$ cat config.mk
export PLATFORM = sky130hd
export DESIGN_NAME = fifo_uart_tx
export DESIGN_NICKNAME = d
export VERILOG_FILES = /design/src/rtl/fifo_uart_tx.sv
export SDC_FILE = /design/constraint.sdc
export NUM_CORES = 1
export LEC_CHECK = 0
export ABC_CLOCK_PERIOD_IN_PS = 3080
export CAP_MARGIN = 15
export CORE_UTILIZATION = 58
export DETAILED_ROUTE_END_ITERATION = 12
export DONT_BUFFER_PORTS = 1
export GPL_TIMING_DRIVEN = 0
export PLACE_DENSITY = 0.74
export SYNTH_ARGS = -nofsm -noshare
export SYNTH_HDL_FRONTEND = slang
export SYNTH_SLANG_ARGS = --single-unit
$ cat constraint.sdc
create_clock -name clk -period 3.08 [get_ports clk]
set_input_delay 0.154 -clock clk [delete_from_list [all_inputs] [get_ports clk]]
set_output_delay 0.154 -clock clk [all_outputs]
set_load 0.05 [all_outputs]
$ cat src/rtl/fifo_uart_tx.sv
// Drains a synchronous FIFO one byte at a time and serialises each byte as a UART frame on tx.
// Optional even-parity bit (8E1) enabled by defining FIFO_UART_TX_PARITY_EN.
module fifo_uart_tx #(
    parameter int CLKS_PER_BIT = 16
) (
    input  logic       clk,
    input  logic       rst,
    input  logic       enable,
    input  logic       fifo_empty,
    input  logic       fifo_full,
    input  logic       fifo_wr,
    input  logic [7:0] fifo_dout,
    output logic       fifo_rd,
    output logic       tx,
    output logic       busy,
    output logic       done,
    output logic [7:0] last_byte
);

    localparam int BW = (CLKS_PER_BIT > 1) ? $clog2(CLKS_PER_BIT) : 1;
    localparam logic [BW-1:0] BAUD_LAST = BW'(CLKS_PER_BIT - 1);

    typedef enum logic [2:0] {
        S_IDLE,
        S_REQ,
        S_LOAD,
        S_START,
        S_DATA,
`ifdef FIFO_UART_TX_PARITY_EN
        S_PARITY,
`endif
        S_STOP
    } state_t;

    state_t        state_q, state_d;
    logic [BW-1:0] baud_q, baud_d;
    logic [2:0]    bit_q, bit_d;
    logic [7:0]    shift_q, shift_d;
    logic [7:0]    last_q, last_d;
    logic          tx_q, tx_d;
    logic          rd_q, rd_d;
    logic          baud_last;
    logic          accept;

    assign baud_last = (baud_q == BAUD_LAST);
    // A rd issued alongside an accepted write is dropped by the FIFO, so treat it as not popped.
    assign accept    = !fifo_empty && !(fifo_wr && !fifo_full);

    always_ff @(posedge clk) begin
        if (rst) begin
            state_q <= S_IDLE;
            baud_q  <= '0;
            bit_q   <= '0;
            shift_q <= '0;
            last_q  <= '0;
            tx_q    <= 1'b1;
            rd_q    <= 1'b0;
        end else begin
            state_q <= state_d;
            baud_q  <= baud_d;
            bit_q   <= bit_d;
            shift_q <= shift_d;
            last_q  <= last_d;
            tx_q    <= tx_d;
            rd_q    <= rd_d;
        end
    end

    always_comb begin
        state_d = state_q;
        baud_d  = baud_q;
        bit_d   = bit_q;
        shift_d = shift_q;
        last_d  = last_q;
        tx_d    = tx_q;
        case (state_q)
            S_IDLE: begin
                tx_d = 1'b1;
                if (enable && !fifo_empty) begin
                    state_d = S_REQ;
                end
            end
            S_REQ: begin
                state_d = accept ? S_LOAD : S_IDLE;
            end
            S_LOAD: begin
                shift_d = fifo_dout;
                last_d  = fifo_dout;
                baud_d  = '0;
                bit_d   = '0;
                tx_d    = 1'b0;
                state_d = S_START;
            end
            S_START: begin
                if (baud_last) begin
                    baud_d  = '0;
                    tx_d    = shift_q[0];
                    state_d = S_DATA;
                end else begin
                    baud_d = baud_q + BW'(1);
                end
            end
            S_DATA: begin
                if (baud_last) begin
                    baud_d = '0;
                    if (bit_q == 3'd7) begin
`ifdef FIFO_UART_TX_PARITY_EN
                        tx_d    = ^last_q;
                        state_d = S_PARITY;
`else
                        tx_d    = 1'b1;
                        state_d = S_STOP;
`endif
                    end else begin
                        // tx is registered, so present the following bit one cycle early.
                        bit_d   = bit_q + 3'd1;
                        shift_d = {1'b0, shift_q[7:1]};
                        tx_d    = shift_q[1];
                    end
                end else begin
                    baud_d = baud_q + BW'(1);
                end
            end
`ifdef FIFO_UART_TX_PARITY_EN
            S_PARITY: begin
                if (baud_last) begin
                    baud_d  = '0;
                    tx_d    = 1'b1;
                    state_d = S_STOP;
                end else begin
                    baud_d = baud_q + BW'(1);
                end
            end
`endif
            S_STOP: begin
                tx_d = 1'b1;
                if (baud_last) begin
                    baud_d  = '0;
                    state_d = S_IDLE;
                end else begin
                    baud_d = baud_q + BW'(1);
                end
            end
            default: begin
                tx_d    = 1'b1;
                state_d = S_IDLE;
            end
        endcase
        rd_d = (state_d == S_REQ);
    end

    assign fifo_rd   = rd_q;
    assign tx        = tx_q;
    assign busy      = (state_q != S_IDLE);
    assign done      = (state_q == S_STOP) && baud_last;
    assign last_byte = last_q;

endmodule

==> results of run 1 <==
==> registers in the layout, summed over array words and instances (netlist names) <==
register and flops:
state_q 3, baud_q 4, bit_q 3, last_byte 8, tx 1, shift_q 8, fifo_rd 1
==> report_power, final <==
part | switching (µW) | internal [µW] | total [µW]
clock network | 106 | 132 | 238
registers | 18.6 | 371 | 390
logic | 32.6 | 26.2 | 58.8
total | 157 | 529 | 686
==> synth_stat cells, types with 2 or more instances <==
| cell | n |
|---|---|
| a211oi_1 | 5 |
| a211oi_2 | 2 |
| a21oi_1 | 11 |
| a22o_1 | 3 |
| and3_1 | 2 |
| buf_2 | 2 |
| buf_4 | 2 |
| buf_6 | 2 |
| clkbuf_1 | 4 |
| dfxtp_1 | 28 |
| ha_1 | 3 |
| inv_1 | 3 |
| mux2_2 | 2 |
| mux2i_1 | 14 |
| nand2_1 | 13 |
| nand2b_1 | 2 |
| nor2_1 | 20 |
| nor2b_1 | 5 |
| nor3b_1 | 2 |
| nor3b_2 | 2 |
| or3_1 | 2 |
==> worst max path at each step <==
stage | startpoint | cells past startpoint | slack, ns | to
2_1_floorplan | baud_q[0] | 3 | 1.39 | done
3_3_place_gp | baud_q[0] | 3 | 1.25 | done
3_5_place_dp | baud_q[0] | 3 | 1.21 | done
4_1_cts | baud_q[0] | 3 | 0.83 | done
5_1_grt | baud_q[0] | 3 | 0.70 | done
6_report | baud_q[0] | 3 | 0.82 | done
==> cell type report <==
cell class | count | area (µm²) | area share
multi-input cells | 105 | 723.2 | 0.4742
flip-flops and latches | 28 | 560.5 | 0.3675
repair buffers | 8 | 80.08 | 0.05250
plain buffers | 10 | 62.56 | 0.04102
well taps | 28 | 35.03 | 0.02297
clock inverters | 1 | 30.03 | 0.01969
clock buffers | 3 | 22.52 | 0.01477
inverters | 3 | 11.26 | 0.007383
==> through the flow <==
| step | instance area, µm² | total power [µW] | hold slack, ns | instances |
|---|---|---|---|---|
| 2_1_floorplan | 1358 | 438.6 | 0.3012 | 146 |
| 3_3_place_gp | 1393 | 446.7 | 0.3052 | 174 |
| 3_5_place_dp | 1393 | 448.0 | 0.3154 | 174 |
| 4_1_cts | 1525 | 690.4 | 0.02612 | 186 |
| 5_1_grt | 1525 | 713.6 | 0.02268 | 186 |
| 6_report | 1525 | 686.2 | 0.03817 | 186 |
==> cells by family after synthesis <==
family	synth area share
mux	0.1198
simple gates	0.2203
fa+ha+maj	0.02765
buf+inv	0.05437
compound gates	0.1650
flops	0.4129
==> worst max-delay path: stages (launching register included) <==
cell and delay [ns]:
dfxtp_1 0.43, ha_1 0.25, nand4_1 0.29, nor2b_1 0.81
==> per-layer routing <==
metal,vias to the layer above,part of all wire,GRT usage
met5,-,0,0
met3,2,0.043,0.04242
met2,24,0.49,0.4022
met4,0,0.0064,0.06944
met1,512,0.46,0.2852
li1,540,-,-
==> timing repair <==
item	CTS	global route
hold buffers	8	0
endpoints found under the hold margin	9	0
gates resized for setup	0	0
==> placed cells by master (no fill, tap or decap), drive strengths merged, types with 2 or more instances in the layout <==
master	n
nand2b	2
a22o	3
nor2b	5
nor3b	4
ha	3
nand2	13
mux2	2
dfxtp	28
or3	2
clkbuf	7
mux2i	14
a21oi	11
and3	2
inv	3
buf	6
a211oi	7
nor2	20
dlygate4sd3	8
==> flow_summary_export.csv, run 1 <==
group,metric,value,unit
hold_path,min_to,"state_q[1]",
clock_network,clk_root_buffer_cell,"clkbuf_4",
synth,ys.flop_type,"dfxtp_1",
synth,synth_edf_count,0,
hold_path,hold_depth,2,
placement,dp_hpwl,1850,µm
timing,fin_setup_tns,0,ns
pwr,max-vdd-ir-drop,0.0003380,V
worst_setup_path,path_class,"reg -> out",
worst_setup_path,crit_path_end_kind,"primary output",
clock_network,cts.sinks,28,
global_routing,grt_pass1_wl,4443,µm
timing,period_needed,2.262,ns
global_routing,antenna_found_initial,0,
timing,slew_headroom,0.3821,
worst_setup_path,crit_path_start_kind,"flip-flop",
floorplanning,pin_count,26,
final_layout,antenna_cells,0,
synth,netlist_area,1358,µm²
synth,yosysTopAreaCell,"dfxtp_1",
timing,setup_slack,0.8179,ns
placement,pre_cts_ws,1.210,ns
synth,syn_nets,163,
worst_setup_path,r2r_cells,5,
global_routing,grt_pass1_vias,1035,
final_layout,syn_to_final_growth,12.35,%
timing,tightest_slew,0.9249,ns
final_layout,drive_gt1_frac,0.1139,
synth,ys_ff_latch,28,
floorplanning,die-area,2538,µm²
worst_setup_path,r2r-start,"state_q[0]",
final_layout,nFillCells,184,
synth,synth_area_leaders,"dfxtp_1, mux2i_1, nor2_1",
final_layout,final_util,0.6895,
floorplanning,die_h,50.38,µm
route,vias,1078,
synth,seq_area_frac_synth,0.4129,
route,dr.pass1.iters,4,
placement,routabilityCongestion,0.8179,
route,drt_iter0_markers,24,
timing,finClkSkew,0.009074,ns
floorplanning,fp.dieW,50.38,µm
route,drc,0,
floorplanning,num_rows,17,
timing,fmax,0.4421,GHz
synth,synth_area_per_cell,9.298,µm²
placement,port_buffers,0,
floorplanning,core_area,2212,µm²
route,routed_via_density,5.796,
synth,ys_async_sr_fraction,0,
clock_network,htreeDepth,1,
timing,finalSetupViolCount,0,
clock_network,clock_latency,0.32,ns
synth,ys_types,38,
global_routing,grt_max_degree,17,
hold_path,min_from,"fifo_empty",
clock_network,cts.path.max_buffers,2,
worst_setup_path,r2r_end,"fifo_rd",
timing,drv_slew,0,
synth,synth_top_area_share,0.4129,
clock_network,numCtsBuffers,3,
worst_setup_path,r2r_slack,1.34,ns
run_status,outcome,"complete, no violations",
synth,yosysWarnings,0,
timing,min_period_over_period,0.7344,
worst_setup_path,cp.arrival,2.11,ns
pwr,powerDensity,449.9,nW/µm²
clock_network,cts_tree,"yes",
route,drtAntennaViolNets,0,
floorplanning,initial_core_util,0.6137,
global_routing,grt-ovfl-total,0,
route,avgRoutedWirePerCell,14.22,µm
clock_network,clkTransAtPathRegs,0.15,ns
timing,finalHoldViolations,0,
clock_network,postCtsSetupBuffers,0,
hold_path,hp-class,"in -> reg",
route,finalWirelength,2644,µm
global_routing,grt_usage,0.2304,
pwr,leakage,0.0005583,µW
synth,syn_inst,146,
worst_setup_path,cp.required,2.93,ns
timing,grt_setup_unrepaired,"false",
job,drv_cap,0,
worst_setup_path,crit_fanout,6,
final_layout,nets,176,
(Power assumes the default switching activity.)
==> run 2: changes to the inputs <==
==> config.mk (replaced) <==
export PLATFORM = sky130hd
export DESIGN_NAME = fifo_uart_tx
export DESIGN_NICKNAME = d
export VERILOG_FILES = /design/src/rtl/fifo_uart_tx.sv
export SDC_FILE = /design/constraint.sdc
export NUM_CORES = 1
export LEC_CHECK = 0
export ABC_CLOCK_PERIOD_IN_PS = 1880
export CAP_MARGIN = 15
export CORE_UTILIZATION = 55
export DETAILED_ROUTE_END_ITERATION = 12
export DONT_BUFFER_PORTS = 1
export GPL_TIMING_DRIVEN = 0
export PLACE_DENSITY = 0.73
export SYNTH_ARGS = -nofsm -noshare
export SYNTH_HDL_FRONTEND = slang
export SYNTH_SLANG_ARGS = --single-unit
==> constraint.sdc (replaced) <==
create_clock -name clk -period 1.88 [get_ports clk]
set_input_delay 0.094 -clock clk [delete_from_list [all_inputs] [get_ports clk]]
set_output_delay 0.094 -clock clk [all_outputs]
set_load 0.05 [all_outputs]
==> run 2 against run 1 <==
Against the previous run: the run now ends with hold timing left; combinational power rose by 69%; sequential cell count stayed put; first-iteration DRC count decreased by 13%; clock power increased by 68%; non-clock buffer count rose by 2; count of clock-buffer cells in the layout stayed put; register-to-register slack got worse by 1.2 ns; critical path depth rose by 2.
==> flow_summary_export.csv, run 2 (same netlist as run 1, synthesis figures left out) <==
group,metric,value,unit
clock_network,numCtsBuffers,3,
timing,finalSetupViolCount,0,
final_layout,design_area,1550,µm²
worst_setup_path,crit_fanout,10,
clock_network,cts.sinks,28,
worst_setup_path,crit_path_end_kind,"flip-flop",
run_status,outcome,"complete, but fails checks",
clock_network,htreeDepth,1,
pwr,max-vdd-ir-drop,0.0005730,V
floorplanning,initial_core_util,0.5965,
floorplanning,die-area,2671,µm²
worst_setup_path,cp.arrival,2.01,ns
hold_path,hp-class,"in -> reg",
clock_network,clock_latency,0.33,ns
worst_setup_path,path_cells,"buf_4 -> or3_1 -> nor3b_1 -> a21oi_1 -> a221oi_2",
route,drc,0,
final_layout,nFillCells,184,
final_layout,drive_gt1_frac,0.1250,
floorplanning,num_rows,17,
timing,tightest_slew,0.5438,ns
clock_network,clkTransAtPathRegs,0.16,ns
final_layout,seq_area,560.5,µm²
route,dr.pass1.iters,4,
hold_path,min_from,"fifo_dout[4]",
worst_setup_path,r2r_end,"fifo_rd",
route,drtAntennaViolNets,0,
timing,drv_slew,0,
worst_setup_path,crit_path_start_kind,"flip-flop",
placement,dp_hpwl,1909,µm
route,drt_iter0_markers,21,
placement,routabilityCongestion,0.8109,
floorplanning,die_h,51.68,µm
timing,finClkSkew,0.007984,ns
pwr,powerDensity,734.2,nW/µm²
run_status,violations,"hold timing",
global_routing,grt-ovfl-total,0,
final_layout,final_common_cell,"dfxtp_1",
placement,port_buffers,0,
pwr,leakage,0.0005666,µW
timing,period_needed,1.757,ns
hold_path,hold_depth,2,
global_routing,grt_max_degree,17,
hold_path,min_to,"shift_q[4]",
timing,slew_headroom,0.6375,
worst_setup_path,cp.required,2.13,ns
final_layout,syn_to_final_growth,14.19,%
worst_setup_path,path_class,"reg -> reg",
route,avgRoutedWirePerCell,14.54,µm
clock_network,cts_tree,"yes",
clock_network,cts.path.max_buffers,2,
final_layout,antenna_cells,0,
global_routing,grt_pass1_vias,1037,
final_layout,layout_common_cells,"dfxtp_1, nor2_1, mux2i_1",
worst_setup_path,critPathBufInv,1,
final_layout,nets,178,
global_routing,grt_usage,0.2222,
worst_setup_path,critPathMaxStageDelay,0.55,ns
timing,fmax,0.5691,GHz
worst_setup_path,r2r_slack,0.12,ns
timing,finalHoldViolations,1,
worst_setup_path,r2r_cells,5,
timing,grt_setup_unrepaired,"false",
global_routing,grt_pass1_wl,4409,µm
placement,postPlaceCellArea,1393,µm²
route,routed_via_density,5.766,
global_routing,antenna_found_initial,0,
route,vias,1084,
job,drv_cap,0,
worst_setup_path,path_delay_family,"simple AND/OR/NAND/NOR gates",
timing,whs,-0.004646,ns
timing,min_period_over_period,0.9347,
floorplanning,core_area,2276,µm²
final_layout,multi_input_area,730.7,µm²
worst_setup_path,r2r-start,"state_q[0]",
clock_network,clk_root_buffer_cell,"clkbuf_4",
timing,fin_setup_tns,0,ns
route,finalWirelength,2734,µm
floorplanning,pin_count,26,
floorplanning,fp.dieW,51.68,µm
worst_setup_path,cpMaxStageDelayCell,"or3_1",
run 2: layer usage:
metal,GRT usage,share of wire,vias up
li1,-,-,551
met1,0.2518,0.46,502
met2,0.3983,0.49,27
met3,0.04678,0.042,4
met4,0.09459,0.0099,0
met5,0,0,-
run 2: worst max path at each step:
stage / start / cells past startpoint / endpoint / slack (ns)
floorplan: baud_q[0] / 3 / done / 0.25
global placement: baud_q[0] / 3 / done / 0.13
detailed placement: baud_q[0] / 3 / done / 0.07
CTS: baud_q[0] / 3 / done / 0.05
global route: state_q[0] / 5 / fifo_rd / 0.02
finish: state_q[0] / 5 / fifo_rd / 0.12
run 2: area by class of cell:
class	count	area share
timing repair buffer	10	0.06295
inverter	3	0.007264
tap	28	0.02260
buffer	10	0.04036
sequential	28	0.3616
clock buffer	3	0.01453
multi-input combinational	105	0.4713
clock inverter	1	0.01937
run 2: metrics by stage:
stage / setup WS (ns) / std cells / utilization / total power (µW)
2_1_floorplan: 0.2456 / 146 / - / 718.5
3_3_place_gp: 0.1313 / 174 / 0.6119 / 732.0
3_5_place_dp: 0.06671 / 174 / 0.6119 / 734.8
4_1_cts: 0.04883 / 187 / 0.6778 / 1137
5_1_grt: 0.02021 / 188 / 0.6811 / 1164
6_report: 0.1227 / 188 / 0.6811 / 1138
run 2: timing repair:
action,in CTS,in global routing
hold endpoints to repair,13,0
endpoints found under the setup margin,1,1
pin swaps,0,1
hold buffers,9,0
gates resized for setup,2,0
setup buffers,0,1
run 2: power by group:
group	leakage, µW	switching, µW	internal, µW
Sequential	0.000226	30.2	608
Combinational	0.000312	55.2	44.4
Clock	0.0000279	185	216
run 2: worst reg2reg max path, cell delays in order (launching register included):
cell and delay, ns:
dfxtp_1 0.36, buf_4 0.17, or3_1 0.55, nor3b_1 0.28
a21oi_1 0.09, a221oi_2 0.24
==> run 3: changes to the inputs <==
--- a/config.mk
+++ b/config.mk
@@ -11,6 +11,7 @@
 export DETAILED_ROUTE_END_ITERATION = 12
 export DONT_BUFFER_PORTS = 1
 export GPL_TIMING_DRIVEN = 0
+export MAX_ROUTING_LAYER = met4
 export PLACE_DENSITY = 0.73
 export SYNTH_ARGS = -nofsm -noshare
 export SYNTH_HDL_FRONTEND = slang
==> run 3 against run 2 <==
Against the previous run: the run now ends clean; critical path depth did not move; clock skew down 0.0022 ns; routed wire length decreased by 0.37%; hold slack better by 0.0088 ns; total power down 0.60%.
==> flow_summary_export.csv, run 3 (same netlist as run 1, synthesis figures left out) <==
group,metric,value,unit
run_status,outcome,"complete, no violations",
global_routing,grt-ovfl-total,0,
hold_path,min_from,"fifo_dout[4]",
timing,finalHoldViolations,0,
final_layout,nFillCells,184,
timing,tightest_slew,0.5505,ns
clock_network,htreeDepth,1,
timing,grt_setup_unrepaired,"false",
route,route.met2.wl,1307,µm
worst_setup_path,cp_num_cells,5,
placement,dp_hpwl,1909,µm
pwr,powerDensity,729.7,nW/µm²
placement,port_buffers,0,
pwr,max-vdd-ir-drop,0.0005731,V
global_routing,grt_pass1_wl,4409,µm
floorplanning,initial_core_util,0.5965,
route,routed_via_density,5.830,
worst_setup_path,r2r_cells,5,
pwr,seqPwrFrac,0.564,
timing,fin_setup_tns,0,ns
clock_network,cts.sinks,28,
final_layout,antenna_cells,0,
floorplanning,die-area,2671,µm²
clock_network,clock_latency,0.32,ns
route,wl_met3,168,µm
final_layout,nets,178,
floorplanning,core_area,2276,µm²
worst_setup_path,r2r_end,"fifo_rd",
worst_setup_path,critPathMaxStageDelay,0.55,ns
clock_network,clk_root_buffer_cell,"clkbuf_4",
floorplanning,num_rows,17,
route,avgRoutedWirePerCell,14.49,µm
global_routing,grt_max_degree,17,
worst_setup_path,critPathBufInv,1,
pwr,combPwrFrac,0.088,
worst_setup_path,cp.arrival,2.00,ns
route,vias,1096,
floorplanning,pin_count,26,
pwr,leakage,0.0005666,µW
floorplanning,fp.dieW,51.68,µm
final_layout,layout_common_cells,"dfxtp_1, nor2_1, mux2i_1",
floorplanning,die_h,51.68,µm
route,finalWirelength,2724,µm
pwr,switching_share,0.2327,
final_layout,syn_to_final_growth,14.19,%
timing,drv_slew,0,
route,top_layer,"met4",
worst_setup_path,path_cells,"buf_4 -> or3_1 -> nor3b_1 -> a21oi_1 -> a221oi_2",
global_routing,grt_usage,0.2281,
timing,finClkSkew,0.005824,ns
timing,min_period_over_period,0.9316,
worst_setup_path,crit_path_start_kind,"flip-flop",
global_routing,grt_pass1_vias,1045,
worst_setup_path,r2r_slack,0.13,ns
pwr,power_frac_clock,0.348,
worst_setup_path,crit_fanout,10,
job,drv_cap,0,
worst_setup_path,cpMaxStageDelayCell,"or3_1",
pwr,p_int,868.0,µW
clock_network,numCtsBuffers,3,
final_layout,drive_gt1_frac,0.1250,
route,drtAntennaViolNets,0,
worst_setup_path,cp.required,2.13,ns
clock_network,cts.path.max_buffers,2,
worst_setup_path,path_delay_family,"simple AND/OR/NAND/NOR gates",
timing,slew_headroom,0.6330,
final_layout,final_common_cell,"dfxtp_1",
timing,finalSetupViolCount,0,
hold_path,hp-class,"in -> reg",
worst_setup_path,r2r-start,"state_q[0]",
clock_network,clkTransAtPathRegs,0.16,ns
timing,period_needed,1.751,ns
route,wl_met1,1194,µm
clock_network,cts_tree,"yes",
route,drt_iter0_markers,16,
worst_setup_path,path_class,"reg -> reg",
final_layout,final_util,0.6811,
worst_setup_path,startpoint,"state_q[0]",
route,drc,0,
final_layout,design_area,1550,µm²
placement,postPlaceCellArea,1393,µm²
worst_setup_path,crit_path_end_kind,"flip-flop",
global_routing,antenna_found_initial,0,
worst_setup_path,crit_end,"fifo_rd",
timing,fmax,0.5709,GHz
pwr,p_switching,263.2,µW
route,dr.pass1.iters,4,
placement,routabilityCongestion,0.8227,
[run 3: cell counts in the layout (fill, tap and decap cells not counted)]
Identical to the previous run, type by type.
[run 3: timing repair]
| item | CTS | global route |
|---|---|---|
| setup buffers | 0 | 1 |
| endpoints found under the setup margin | 1 | 1 |
| hold buffers | 9 | 0 |
| endpoints found under the hold margin | 13 | 0 |
| pin swaps | 0 | 1 |
| gates resized for setup | 2 | 0 |
| cloned | 0 | 0 |
[run 3: power groups by stage]
stage	logic (µW)	registers [µW]	clock network [µW]
after floorplan	69.5	649	0
after global placement	81.1	651	0
after detailed placement	83.5	651	0
after CTS	99.5	639	399
after global routing	109	641	414
final	99.4	638	393
[run 3: final cells by class]
class	count	area [µm²]	share of cell area
inverter	3	11.26	0.007264
tap	28	35.03	0.02260
sequential	28	560.5	0.3616
timing repair buffer	10	97.59	0.06295
clock buffer	3	22.52	0.01453
buffer	10	62.56	0.04036
multi-input combinational	105	730.7	0.4713
clock inverter	1	30.03	0.01937
[run 3: how the worst min path moves through the flow]
stage	end	depth (start not counted)	slack, ns
2_1_floorplan	last_byte[0]	2	0.24
4_1_cts	shift_q[4]	2	0.001
3_5_place_dp	last_byte[5]	2	0.25
5_1_grt	shift_q[1]	2	0.01
3_3_place_gp	last_byte[6]	2	0.25
6_report	shift_q[4]	2	0.004
[run 3: through the flow]
step | total power, µW | setup WS [ns] | hold slack [ns] | cells
final | 1131 | 0.1285 | 0.004193 | 188
after global routing | 1164 | 0.02021 | 0.01098 | 188
after CTS | 1137 | 0.04883 | 0.001319 | 187
after detailed placement | 734.8 | 0.06671 | 0.2539 | 174
after global placement | 732.0 | 0.1313 | 0.2459 | 174
after floorplan | 718.5 | 0.2456 | 0.2412 | 146
[run 3: metal layers]
metal,up-vias,track usage
met1,504,0.2536
met2,37,0.3983
met3,6,0.04386
met5,-,-
met4,0,0.09459
li1,549,-
